**config.mk**
```make
export PLATFORM = sky130hd
export DESIGN_NAME = sseg_display
export DESIGN_NICKNAME = d
export VERILOG_FILES = /design/src/rtl/sseg_pkg.sv /design/src/rtl/sseg_scan.sv /design/src/rtl/sseg_display.sv
export SDC_FILE = /design/constraint.sdc
export NUM_CORES = 1
export LEC_CHECK = 0
export ABC_AREA = 1
export CAP_MARGIN = 20
export CELL_PAD_IN_SITES_DETAIL_PLACEMENT = 1
export CELL_PAD_IN_SITES_GLOBAL_PLACEMENT = 1
export CORE_UTILIZATION = 36
export DETAILED_ROUTE_END_ITERATION = 12
export HOLD_SLACK_MARGIN = 0.03
export PLACE_DENSITY = 0.83
export SETUP_SLACK_MARGIN = 0.4
export SYNTH_ARGS = -nofsm -noshare
export SYNTH_HDL_FRONTEND = slang
export SYNTH_HIERARCHICAL = 1
export SYNTH_SLANG_ARGS = --single-unit
```
**constraint.sdc**
```tcl
create_clock -name clk -period 2.31 [get_ports clk]
set_clock_uncertainty 0.15 [all_clocks]
set_input_delay 0.462 -clock clk [delete_from_list [all_inputs] [get_ports clk]]
set_output_delay 0.462 -clock clk [all_outputs]
set_load 0.02 [all_outputs]
```
**src/rtl/sseg_pkg.sv**
```systemverilog
// Shared constants and helpers for the hex seven-segment display driver:
// segment width, hex-to-segment table and output polarity helper.
package sseg_pkg;

  localparam int SEG_W      = 7;
  localparam int MAX_DIGITS = 8;
  localparam int IDX_W      = 3;

  localparam logic [SEG_W-1:0] SEG_BLANK = 7'h00;

  // High-true a..g patterns, bit0 = a
  localparam logic [SEG_W-1:0] HEX_SEG_TABLE [16] = '{
    7'h3F, 7'h06, 7'h5B, 7'h4F, 7'h66, 7'h6D, 7'h7D, 7'h07,
    7'h7F, 7'h6F, 7'h77, 7'h7C, 7'h39, 7'h5E, 7'h79, 7'h71
  };

  function automatic logic [SEG_W-1:0] hex_to_seg(input logic [3:0] nibble);
    return HEX_SEG_TABLE[nibble];
  endfunction

  function automatic logic [SEG_W-1:0] apply_pol(input logic [SEG_W-1:0] seg,
                                                 input logic             active_low);
    return active_low ? ~seg : seg;
  endfunction

endpackage

```
**src/rtl/sseg_scan.sv**
```systemverilog
// Scan sequencer: per-digit hold divider, digit index counter and registered
// one-hot anode select for common-anode multiplexed displays.
module sseg_scan
  import sseg_pkg::*;
#(
  parameter int unsigned NUM_DIGITS = 6,
  parameter int unsigned SCAN_DIV   = 50000,
  parameter int unsigned ACTIVE_LOW = 1
) (
  input  logic                  clk,
  input  logic                  rst,
  output logic [IDX_W-1:0]      idx,
  output logic [NUM_DIGITS-1:0] anode
);

  localparam int unsigned CNT_W = (SCAN_DIV > 1) ? $clog2(SCAN_DIV) : 1;
  localparam logic [CNT_W-1:0] CNT_MAX  = CNT_W'(SCAN_DIV - 1);
  localparam logic [IDX_W-1:0] IDX_LAST = IDX_W'(NUM_DIGITS - 1);
  localparam logic [NUM_DIGITS-1:0] AN_OFF = (ACTIVE_LOW != 0) ? '1 : '0;

  logic [CNT_W-1:0]      cnt_q, cnt_d;
  logic [IDX_W-1:0]      idx_q, idx_d;
  logic [NUM_DIGITS-1:0] anode_q, anode_d;
  logic [NUM_DIGITS-1:0] hot;

  always_comb begin
    cnt_d = cnt_q + CNT_W'(1);
    idx_d = idx_q;
    if (cnt_q == CNT_MAX) begin
      cnt_d = '0;
      idx_d = (idx_q == IDX_LAST) ? '0 : idx_q + IDX_W'(1);
    end
  end

  // Anode follows the index one edge later, in step with the top's seg_scan register
  always_comb begin
    hot = '0;
    for (int i = 0; i < int'(NUM_DIGITS); i++) begin
      hot[i] = (idx_q == IDX_W'(i));
    end
    anode_d = (ACTIVE_LOW != 0) ? ~hot : hot;
  end

  always_ff @(posedge clk or posedge rst) begin
    if (rst) begin
      cnt_q   <= '0;
      idx_q   <= '0;
      anode_q <= AN_OFF;
    end else begin
      cnt_q   <= cnt_d;
      idx_q   <= idx_d;
      anode_q <= anode_d;
    end
  end

  assign idx   = idx_q;
  assign anode = anode_q;

endmodule

```
**src/rtl/sseg_display.sv**
```systemverilog
// N-digit hex display driver: capture, blanking, decode, parallel and scanned
// outputs. Optional blink support is enabled with SSEG_DISPLAY_BLINK_EN.
module sseg_display
  import sseg_pkg::*;
#(
  parameter int unsigned NUM_DIGITS = 6,
  parameter int unsigned ACTIVE_LOW = 1,
  parameter int unsigned SCAN_DIV   = 50000
`ifdef SSEG_DISPLAY_BLINK_EN
  ,
  parameter int unsigned BLINK_DIV  = 12500000
`endif
) (
  input  logic                          clk,
  input  logic                          rst,
  input  logic                          load,
  input  logic [4*NUM_DIGITS-1:0]       value,
  input  logic                          blank_lz,
  input  logic [NUM_DIGITS-1:0]         dig_en,
`ifdef SSEG_DISPLAY_BLINK_EN
  input  logic [NUM_DIGITS-1:0]         blink_mask,
`endif
  output logic [SEG_W*NUM_DIGITS-1:0]   segments,
  output logic [SEG_W-1:0]              seg_scan,
  output logic [NUM_DIGITS-1:0]         anode,
  output logic                          upd
);

  localparam int VAL_W  = 4 * NUM_DIGITS;
  localparam int SEGS_W = SEG_W * NUM_DIGITS;
  localparam logic POL_LOW = (ACTIVE_LOW != 0);
  localparam logic [SEG_W-1:0] SEG_OFF = apply_pol(SEG_BLANK, POL_LOW);

  logic [VAL_W-1:0]  value_q, value_d;
  logic              ld_pend_q, ld_pend_d;
  logic              upd_q, upd_d;
  logic [SEGS_W-1:0] seg_q, seg_d;
  logic [SEG_W-1:0]  seg_scan_q, seg_scan_d;

  logic [IDX_W-1:0]  scan_idx;
  logic [3:0]        nib;
  logic              upper_zero;
  logic              blank;

  sseg_scan #(
    .NUM_DIGITS (NUM_DIGITS),
    .SCAN_DIV   (SCAN_DIV),
    .ACTIVE_LOW (ACTIVE_LOW)
  ) u_scan (
    .clk   (clk),
    .rst   (rst),
    .idx   (scan_idx),
    .anode (anode)
  );

`ifdef SSEG_DISPLAY_BLINK_EN
  localparam int unsigned BLK_W = (BLINK_DIV > 1) ? $clog2(BLINK_DIV) : 1;
  localparam logic [BLK_W-1:0] BLK_MAX = BLK_W'(BLINK_DIV - 1);

  logic [BLK_W-1:0] blink_cnt_q, blink_cnt_d;
  logic             blink_on_q, blink_on_d;

  always_comb begin
    blink_cnt_d = blink_cnt_q + BLK_W'(1);
    blink_on_d  = blink_on_q;
    if (blink_cnt_q == BLK_MAX) begin
      blink_cnt_d = '0;
      blink_on_d  = ~blink_on_q;
    end
  end

  always_ff @(posedge clk or posedge rst) begin
    if (rst) begin
      blink_cnt_q <= '0;
      blink_on_q  <= 1'b1;
    end else begin
      blink_cnt_q <= blink_cnt_d;
      blink_on_q  <= blink_on_d;
    end
  end
`endif

  always_comb begin
    value_d   = load ? value : value_q;
    ld_pend_d = load;
    upd_d     = ld_pend_q;
  end

  // Walk from the top digit down so upper_zero covers every digit j >= i
  always_comb begin
    seg_d      = '0;
    nib        = '0;
    upper_zero = 1'b1;
    blank      = 1'b0;
    for (int i = int'(NUM_DIGITS) - 1; i >= 0; i--) begin
      nib        = value_q[4*i +: 4];
      upper_zero = upper_zero && (nib == 4'h0);
      blank      = !dig_en[i] || (blank_lz && (i > 0) && upper_zero);
`ifdef SSEG_DISPLAY_BLINK_EN
      blank      = blank || (blink_mask[i] && !blink_on_q);
`endif
      seg_d[SEG_W*i +: SEG_W] = apply_pol(blank ? SEG_BLANK : hex_to_seg(nib), POL_LOW);
    end
  end

  // Taken from seg_d so seg_scan always matches the segments slice it shows
  always_comb begin
    seg_scan_d = SEG_OFF;
    for (int i = 0; i < int'(NUM_DIGITS); i++) begin
      if (scan_idx == IDX_W'(i)) begin
        seg_scan_d = seg_d[SEG_W*i +: SEG_W];
      end
    end
  end

  always_ff @(posedge clk or posedge rst) begin
    if (rst) begin
      value_q    <= '0;
      ld_pend_q  <= 1'b0;
      upd_q      <= 1'b0;
      seg_q      <= {NUM_DIGITS{SEG_OFF}};
      seg_scan_q <= SEG_OFF;
    end else begin
      value_q    <= value_d;
      ld_pend_q  <= ld_pend_d;
      upd_q      <= upd_d;
      seg_q      <= seg_d;
      seg_scan_q <= seg_scan_d;
    end
  end

  assign segments = seg_q;
  assign seg_scan = seg_scan_q;
  assign upd      = upd_q;

endmodule

```
==> results of run 1 <==
critical path, delay by kind of cell (launching register included):
kind | cells | cell delay, ns
fa+ha+maj | 1 | 0.17
buf+inv | 2 | 0.18
flops | 1 | 0.42
simple gates | 9 | 0.86
sequential cells by signal, indices dropped and copies added, names as in the netlist:
| signal | cells |
|---|---|
| u_scan/anode | 6 |
| u_scan/cnt_q | 16 |
| ld_pend_q | 1 |
| segments | 42 |
| u_scan/idx | 3 |
| seg_scan | 7 |
| value_q | 24 |
| upd | 1 |
metal layers:
| metal | routed length, um | part of all wire | global-route usage |
|---|---|---|---|
| met1 | 7500 | 0.45 | 0.269 |
| met2 | 8470 | 0.51 | 0.366 |
| met5 | 0 | 0 | 0 |
| met3 | 549 | 0.033 | 0.0430 |
| met4 | 130 | 0.0078 | 0.0367 |
path summary, 6_finish.rpt:
path                        startpoint       endpoint  slack [ns]  depth (start not counted)
setup / recovery           value_q[21]    seg_scan[1]        0.45                         12
hold / removal               ld_pend_q            upd        0.21                          0
setup reg to reg           value_q[21]    seg_scan[1]        0.45                         12
hold reg to reg              ld_pend_q            upd        0.21                          0
max in group asynchronous          rst    value_q[13]        1.06                          3
min in group asynchronous          rst  u_scan/idx[0]        0.38                          2
cells in the final DEF, fill, tap and decap left out, types with 11 or more instances in the layout:
master           count
clkdlybuf4s50_1     32
dfrtp_1             36
buf_4               32
nand2_2             22
o21ai_0             38
inv_1               72
nor2_1              59
inv_2               20
dlygate4sd2_1       56
ha_1                26
a21oi_1             22
nand4_1             11
dfstp_2             55
nand2_1            153
nand3_1             51
layout make-up:
class                           count  area, sq um  share of cell area
Clock buffer                       11          233              0.0312
Clock inverter                      5         78.8              0.0106
Inverter                          102          417              0.0558
Multi-Input combinational cell    475         2810               0.377
Sequential cell                   100         2580               0.346
Tap cell                          211          264              0.0354
Timing Repair Buffer              122         1080               0.144
cells by family (layout without fill, tap and decap cells):
family                     after synthesis  after routing  synth area share
xor gates and xnor gates                 8              8            0.0123
and+or+nand+nor                        345            345             0.294
DFF                                    100            100             0.452
adders and majority gates               33             33            0.0725
buffers and inverters                  113            240            0.0798
AOI/OAI and AO/OA                       89             89            0.0899
metrics by stage:
step	utilization	total power [mW]
global route	0.487	5.00
finish	0.487	4.77
CTS	0.466	4.72
detailed placement	0.448	3.12
global placement	0.448	3.10
floorplan	-	2.67
power by group through the flow:
stage          clock network [mW]  logic [mW]  registers, mW
2_1_floorplan                   0       0.476           2.19
3_3_place_gp                    0       0.998           2.10
3_5_place_dp                    0        1.02           2.10
4_1_cts                      1.67       0.974           2.07
5_1_grt                      1.73        1.18           2.09
6_report                     1.62        1.08           2.07
synth_stat cells (4+ instances only):
cell      count  area [sq um]
inv_2        10          37.5
nand4_1      11          68.8
ha_1         33           413
nand3_1      53           265
dfstp_2      55          1450
clkbuf_1      5          18.8
nand2_4       6          67.6
nand2_1     160           601
inv_4         4          25.0
a21oi_1      22           110
nand2_2      17           106
nor3_1        8          40.0
o21ai_0      40           200
xor2_1        7          61.3
o211ai_1      9          67.6
nor2_1       63           236
nand3b_1      4          30.0
inv_1        86           323
nor2_2        4          25.0
o21ai_1       4          20.0
dfrtp_1      45          1130
nor2_4        5          56.3
what timing repair did:
item | CTS | global route
setup buffers | 2 | 24
pin swaps | 3 | 15
endpoints found under the setup margin | 64 | 7
gates resized for setup | 65 | 53
==> impl_metrics.env, run 1 <==
export IMPL_outcome="completed"
export IMPL_grt_usage=0.209
export IMPL_synth_distinct_cells=46
export IMPL_antennaDiodeCount=0
export IMPL_critical_path_peak_fanout=5
export IMPL_cp_slowest_cell="dfrtp_1"
export IMPL_setup_ws_ns=0.452
export IMPL_grt_max_degree=40
export IMPL_antenna_left=0
export IMPL_vias=5010
export IMPL_rows=45
export IMPL_synth_area_sq_um=5690
export IMPL_antenna_found_initial=0
export IMPL_dieArea_sq_um=16300
export IMPL_n_fill_cell=1869
export IMPL_cts_root_buf="clkbuf_16"
export IMPL_vias_per_cell=4.88
export IMPL_syn2layout_area_growth_pct=31.1
export IMPL_finalHoldViolations=0
export IMPL_holdWs_ns=0.206
export IMPL_finalNetCount=877
export IMPL_start_util=0.372
export IMPL_design_area_sq_um=7460
export IMPL_grt_first_pass_wirelength_um=26400
export IMPL_power_switching_mw=1.45
export IMPL_cts_buffer_depth=2
export IMPL_setup_violations=0
export IMPL_startpoint_type="flip-flop"
export IMPL_ctsHoldBuffers=0
export IMPL_dr_pass1_iters=4
export IMPL_crit_type="flip-flop to flip-flop"
export IMPL_crit_arrival_ns=2.01
export IMPL_combinationalPowerShare=0.225
export IMPL_tritoncts="yes"
export IMPL_synth_edff_count=0
export IMPL_dp_hpwl_um=12200
export IMPL_yosys_warnings=6
export IMPL_place_area_sq_um=6860
export IMPL_power_density_nw_per_um2=640
export IMPL_end_kind="flip-flop"
export IMPL_intPower_mw=3.32
export IMPL_leakagePower_nw=3.47
export IMPL_ir_drop_mv=0.386
export IMPL_min_period_over_period=0.804
export IMPL_avgSynthCellArea_sq_um=8.28
export IMPL_coreArea_sq_um=15300
export IMPL_wl_per_cell_um=16.2
export IMPL_clkPwrFrac=0.340
export IMPL_drt_iter0_drc=209
export IMPL_p_seq_frac=0.434
export IMPL_die_w_um=128
export IMPL_drc=0
export IMPL_cp_required_ns=2.46
export IMPL_p_sw_frac=0.305
export IMPL_synth_main_ff_cell="dfstp_2"
export IMPL_worst_pin_slew_ns=0.507
export IMPL_routabilityCongestion=0.906
export IMPL_tns_ns=0
export IMPL_dp_cells=984
export IMPL_synth_ff_latch_count=100
export IMPL_cts_sinks=100
export IMPL_cts_buffers=9
export IMPL_path_clk_slew_ns=0.07
export IMPL_synthArstFlopShare=1.00
export IMPL_min_path_type="flip-flop to flip-flop"
export IMPL_slew_headroom=0.662
export IMPL_period_needed_ns=1.86
export IMPL_die_y_um=128
export IMPL_htreeDepth=3
export IMPL_grt_setup_unrepaired="yes"
export IMPL_cap_violations=0
export IMPL_synth_fp_nets=755
export IMPL_ys_seq_area_frac=0.452
export IMPL_overflow=0
export IMPL_place_ws_ns=0.105
export IMPL_path_cells="inv_2, ha_4, nand2_4, nor2_8, nand4_4, nand2_4, inv_6, nand2_4, nand2_2, nand2_2, nand3_2, nand2_2"
export IMPL_wirelength_um=16700
export IMPL_syn_inst=688
export IMPL_io_buffer_count=89
export IMPL_max_stage_delay_ns=0.42
export IMPL_num_io_pins=90
export IMPL_grt_pass1_vias=5078
export IMPL_instances_no_fill=1026
export IMPL_fmax_mhz=538
export IMPL_maxSlewViolCount=0
export IMPL_insertion_delay_ns=0.36
export IMPL_final_layout_size_suffix_gt1_frac=0.261
(Power assumes the default switching activity.)
==> run 2, diff against run 1 <==
--- a/config.mk
+++ b/config.mk
@@ -9,10 +9,10 @@
 export CAP_MARGIN = 20
 export CELL_PAD_IN_SITES_DETAIL_PLACEMENT = 1
 export CELL_PAD_IN_SITES_GLOBAL_PLACEMENT = 1
-export CORE_UTILIZATION = 36
+export CORE_UTILIZATION = 40
 export DETAILED_ROUTE_END_ITERATION = 12
 export HOLD_SLACK_MARGIN = 0.03
-export PLACE_DENSITY = 0.83
+export PLACE_DENSITY = 0.87
 export SETUP_SLACK_MARGIN = 0.4
 export SYNTH_ARGS = -nofsm -noshare
 export SYNTH_HDL_FRONTEND = slang
==> constraint.sdc (replaced) <==
create_clock -name clk -period 1.93 [get_ports clk]
set_clock_uncertainty 0.15 [all_clocks]
set_input_delay 0.386 -clock clk [delete_from_list [all_inputs] [get_ports clk]]
set_output_delay 0.386 -clock clk [all_outputs]
set_load 0.02 [all_outputs]
==> run 2 against run 1 <==
Against the previous run:
- sequential share of layout area shrank 4.1 points
- final area grew 13%
- maximum frequency shrank 1.0%
- register-to-register slack lost 0.40 ns
- flip-flop and latch count is the same
- combinational power grew 64%
- global-route usage grew 6.4 points
==> impl_metrics.env, run 2 (synthesized netlist as in run 1, its figures left out) <==
export IMPL_place_area_sq_um=7090
export IMPL_combinationalPowerShare=0.292
export IMPL_dieArea_sq_um=14700
export IMPL_dr_pass1_iters=4
export IMPL_cts_buffers=9
export IMPL_cp_required_ns=2.09
export IMPL_slew_headroom=0.711
export IMPL_drt_iter0_drc=332
export IMPL_crit_arrival_ns=2.03
export IMPL_cts_root_buf="clkbuf_16"
export IMPL_instances_no_fill=1054
export IMPL_tritoncts="yes"
export IMPL_p_seq_frac=0.410
export IMPL_num_io_pins=90
export IMPL_syn2layout_area_growth_pct=48.5
export IMPL_min_path_type="primary input to asynchronous set/reset pin"
export IMPL_worst_r2r_path_depth=10
export IMPL_vias_per_cell=5.32
export IMPL_cts_buffer_depth=2
export IMPL_n_fill_cell=1590
export IMPL_grt_setup_unrepaired="yes"
export IMPL_reg2reg_to="seg_scan[6]"
export IMPL_rows=43
export IMPL_ir_drop_mv=0.464
export IMPL_power_density_nw_per_um2=719
export IMPL_maxSlewViolCount=0
export IMPL_io_buffer_count=89
export IMPL_design_area_sq_um=8450
export IMPL_die_y_um=121
export IMPL_finalHoldViolations=0
export IMPL_path_cells="inv_2, ha_4, nand2_4, nor2_8, nand4_4, nand4_1, nand2_1, nand2_2, nand3_2, nor2_2"
export IMPL_routabilityCongestion=0.873
export IMPL_grt_max_degree=76
export IMPL_max_stage_delay_ns=0.42
export IMPL_dp_hpwl_um=12700
export IMPL_finalNetCount=936
export IMPL_antenna_found_initial=0
export IMPL_intPower_mw=4.03
export IMPL_min_period_over_period=0.973
export IMPL_grt_usage=0.274
export IMPL_clkPwrFrac=0.298
export IMPL_wl_per_cell_um=19.8
export IMPL_grt_pass1_vias=6038
export IMPL_end_kind="flip-flop"
export IMPL_outcome="completed"
export IMPL_crit_type="flip-flop to flip-flop"
export IMPL_dp_cells=983
export IMPL_antenna_left=0
export IMPL_p_sw_frac=0.337
export IMPL_period_needed_ns=1.88
export IMPL_final_layout_size_suffix_gt1_frac=0.451
export IMPL_antennaDiodeCount=0
export IMPL_fmax_mhz=533
export IMPL_die_w_um=121
export IMPL_layout_commonest_cell="nand2_1"
export IMPL_reg2reg_slack_ns=0.05
export IMPL_critPathCapture="seg_scan[6]"
export IMPL_wirelength_um=20800
export IMPL_cp_num_buf_inv=1
export IMPL_cap_violations=0
export IMPL_start_util=0.410
export IMPL_critical_path_peak_fanout=5
export IMPL_grt_first_pass_wirelength_um=30600
export IMPL_setup_violations=0
export IMPL_htreeDepth=3
export IMPL_totalPowerFinal_mw=6.08
export IMPL_reg2reg_from="value_q[20]"
export IMPL_worst_pin_slew_ns=0.427
export IMPL_drc=0
export IMPL_path_clk_slew_ns=0.08
export IMPL_startpoint="value_q[20]"
export IMPL_overflow=0
export IMPL_crit_family="simple AND/OR/NAND/NOR gates"
export IMPL_leakagePower_nw=3.94
export IMPL_cp_slowest_cell="dfrtp_1"
export IMPL_cp_depth=10
export IMPL_final_cell_mix="nand2_1 (144), buf_6 (77), buf_4 (67), inv_1 (58), dfstp_2 (55)"
export IMPL_vias=5608
export IMPL_tns_ns=0
export IMPL_holdWs_ns=0.237
export IMPL_cts_sinks=100
export IMPL_coreArea_sq_um=13900
export IMPL_power_switching_mw=2.05
export IMPL_startpoint_type="flip-flop"
export IMPL_largest_reg_flops=42
export IMPL_insertion_delay_ns=0.37
## run 2: changes by cell type in the layout (fill, tap and decap cells not counted), sizes merged
| cell | change |
|---|---|
| clkinvlp | +1 |
| buf | +114 |
| clkbuf | -2 |
| bufinv | -2 |
| inv | +3 |
| dlygate4sd2 | -55 |
## run 2: power by group through the flow
| stage | registers [mW] | clock network [mW] | logic, mW |
|---|---|---|---|
| final | 2.49 | 1.81 | 1.77 |
| after global routing | 2.51 | 1.91 | 1.88 |
| after CTS | 2.48 | 1.82 | 1.57 |
| after detailed placement | 2.49 | 0 | 1.35 |
| after global placement | 2.48 | 0 | 1.30 |
| after floorplan | 2.62 | 0 | 0.581 |
## run 2: worst min-delay path by stage
stage | start | to | slack [ns] | depth (start not counted)
floorplan | ld_pend_q | upd | 0.18 | 0
global placement | ld_pend_q | upd | 0.18 | 0
detailed placement | ld_pend_q | upd | 0.22 | 0
CTS | rst | u_scan/cnt_q[4] | 0.23 | 2
global route | ld_pend_q | upd | 0.24 | 0
finish | rst | u_scan/cnt_q[0] | 0.24 | 2
## run 2: timing repair
action                                  4_1_cts  5_1_grt
endpoints found under the hold margin         0        0
setup buffers                                38       17
pin swaps                                    25       38
resized for setup                           400      108
hold buffers                                  0        0
endpoints found under the setup margin      107      113
## run 2: metal layers
metal | wire, um | part of all wire | track usage | vias to the layer above
met3 | 707 | 0.034 | 0.0423 | 69
met4 | 1060 | 0.051 | 0.148 | 0
li1 | - | - | - | 2568
met5 | 0 | 0 | 0 | -
met2 | 11200 | 0.54 | 0.502 | 185
met1 | 7900 | 0.38 | 0.299 | 2786
## run 2: layout make-up
cell class	instances	area (sq um)	share of cell area
clock buffer	9	225	0.0266
inverter	102	423	0.0500
timing repair buffer	181	1760	0.209
multi-input combinational	475	3180	0.376
sequential	100	2580	0.305
clock inverter	7	57.6	0.00681
tap	180	225	0.0266
## run 2: worst reg2reg max path: stages, from the launching register on
cell     delay, ns
dfrtp_1       0.42
inv_2         0.10
ha_4          0.18
nand2_4       0.08
nor2_8        0.20
nand4_4       0.18
nand4_1       0.14
nand2_1       0.11
nand2_2       0.09
nand3_2       0.06
nor2_2        0.11
## run 2: stage by stage
stage,util,worst slack (ns)
floorplan,-,0.302
global placement,0.511,-0.0741
detailed placement,0.511,-0.157
CTS,0.574,0.117
global route,0.609,-0.0253
finish,0.609,0.0525
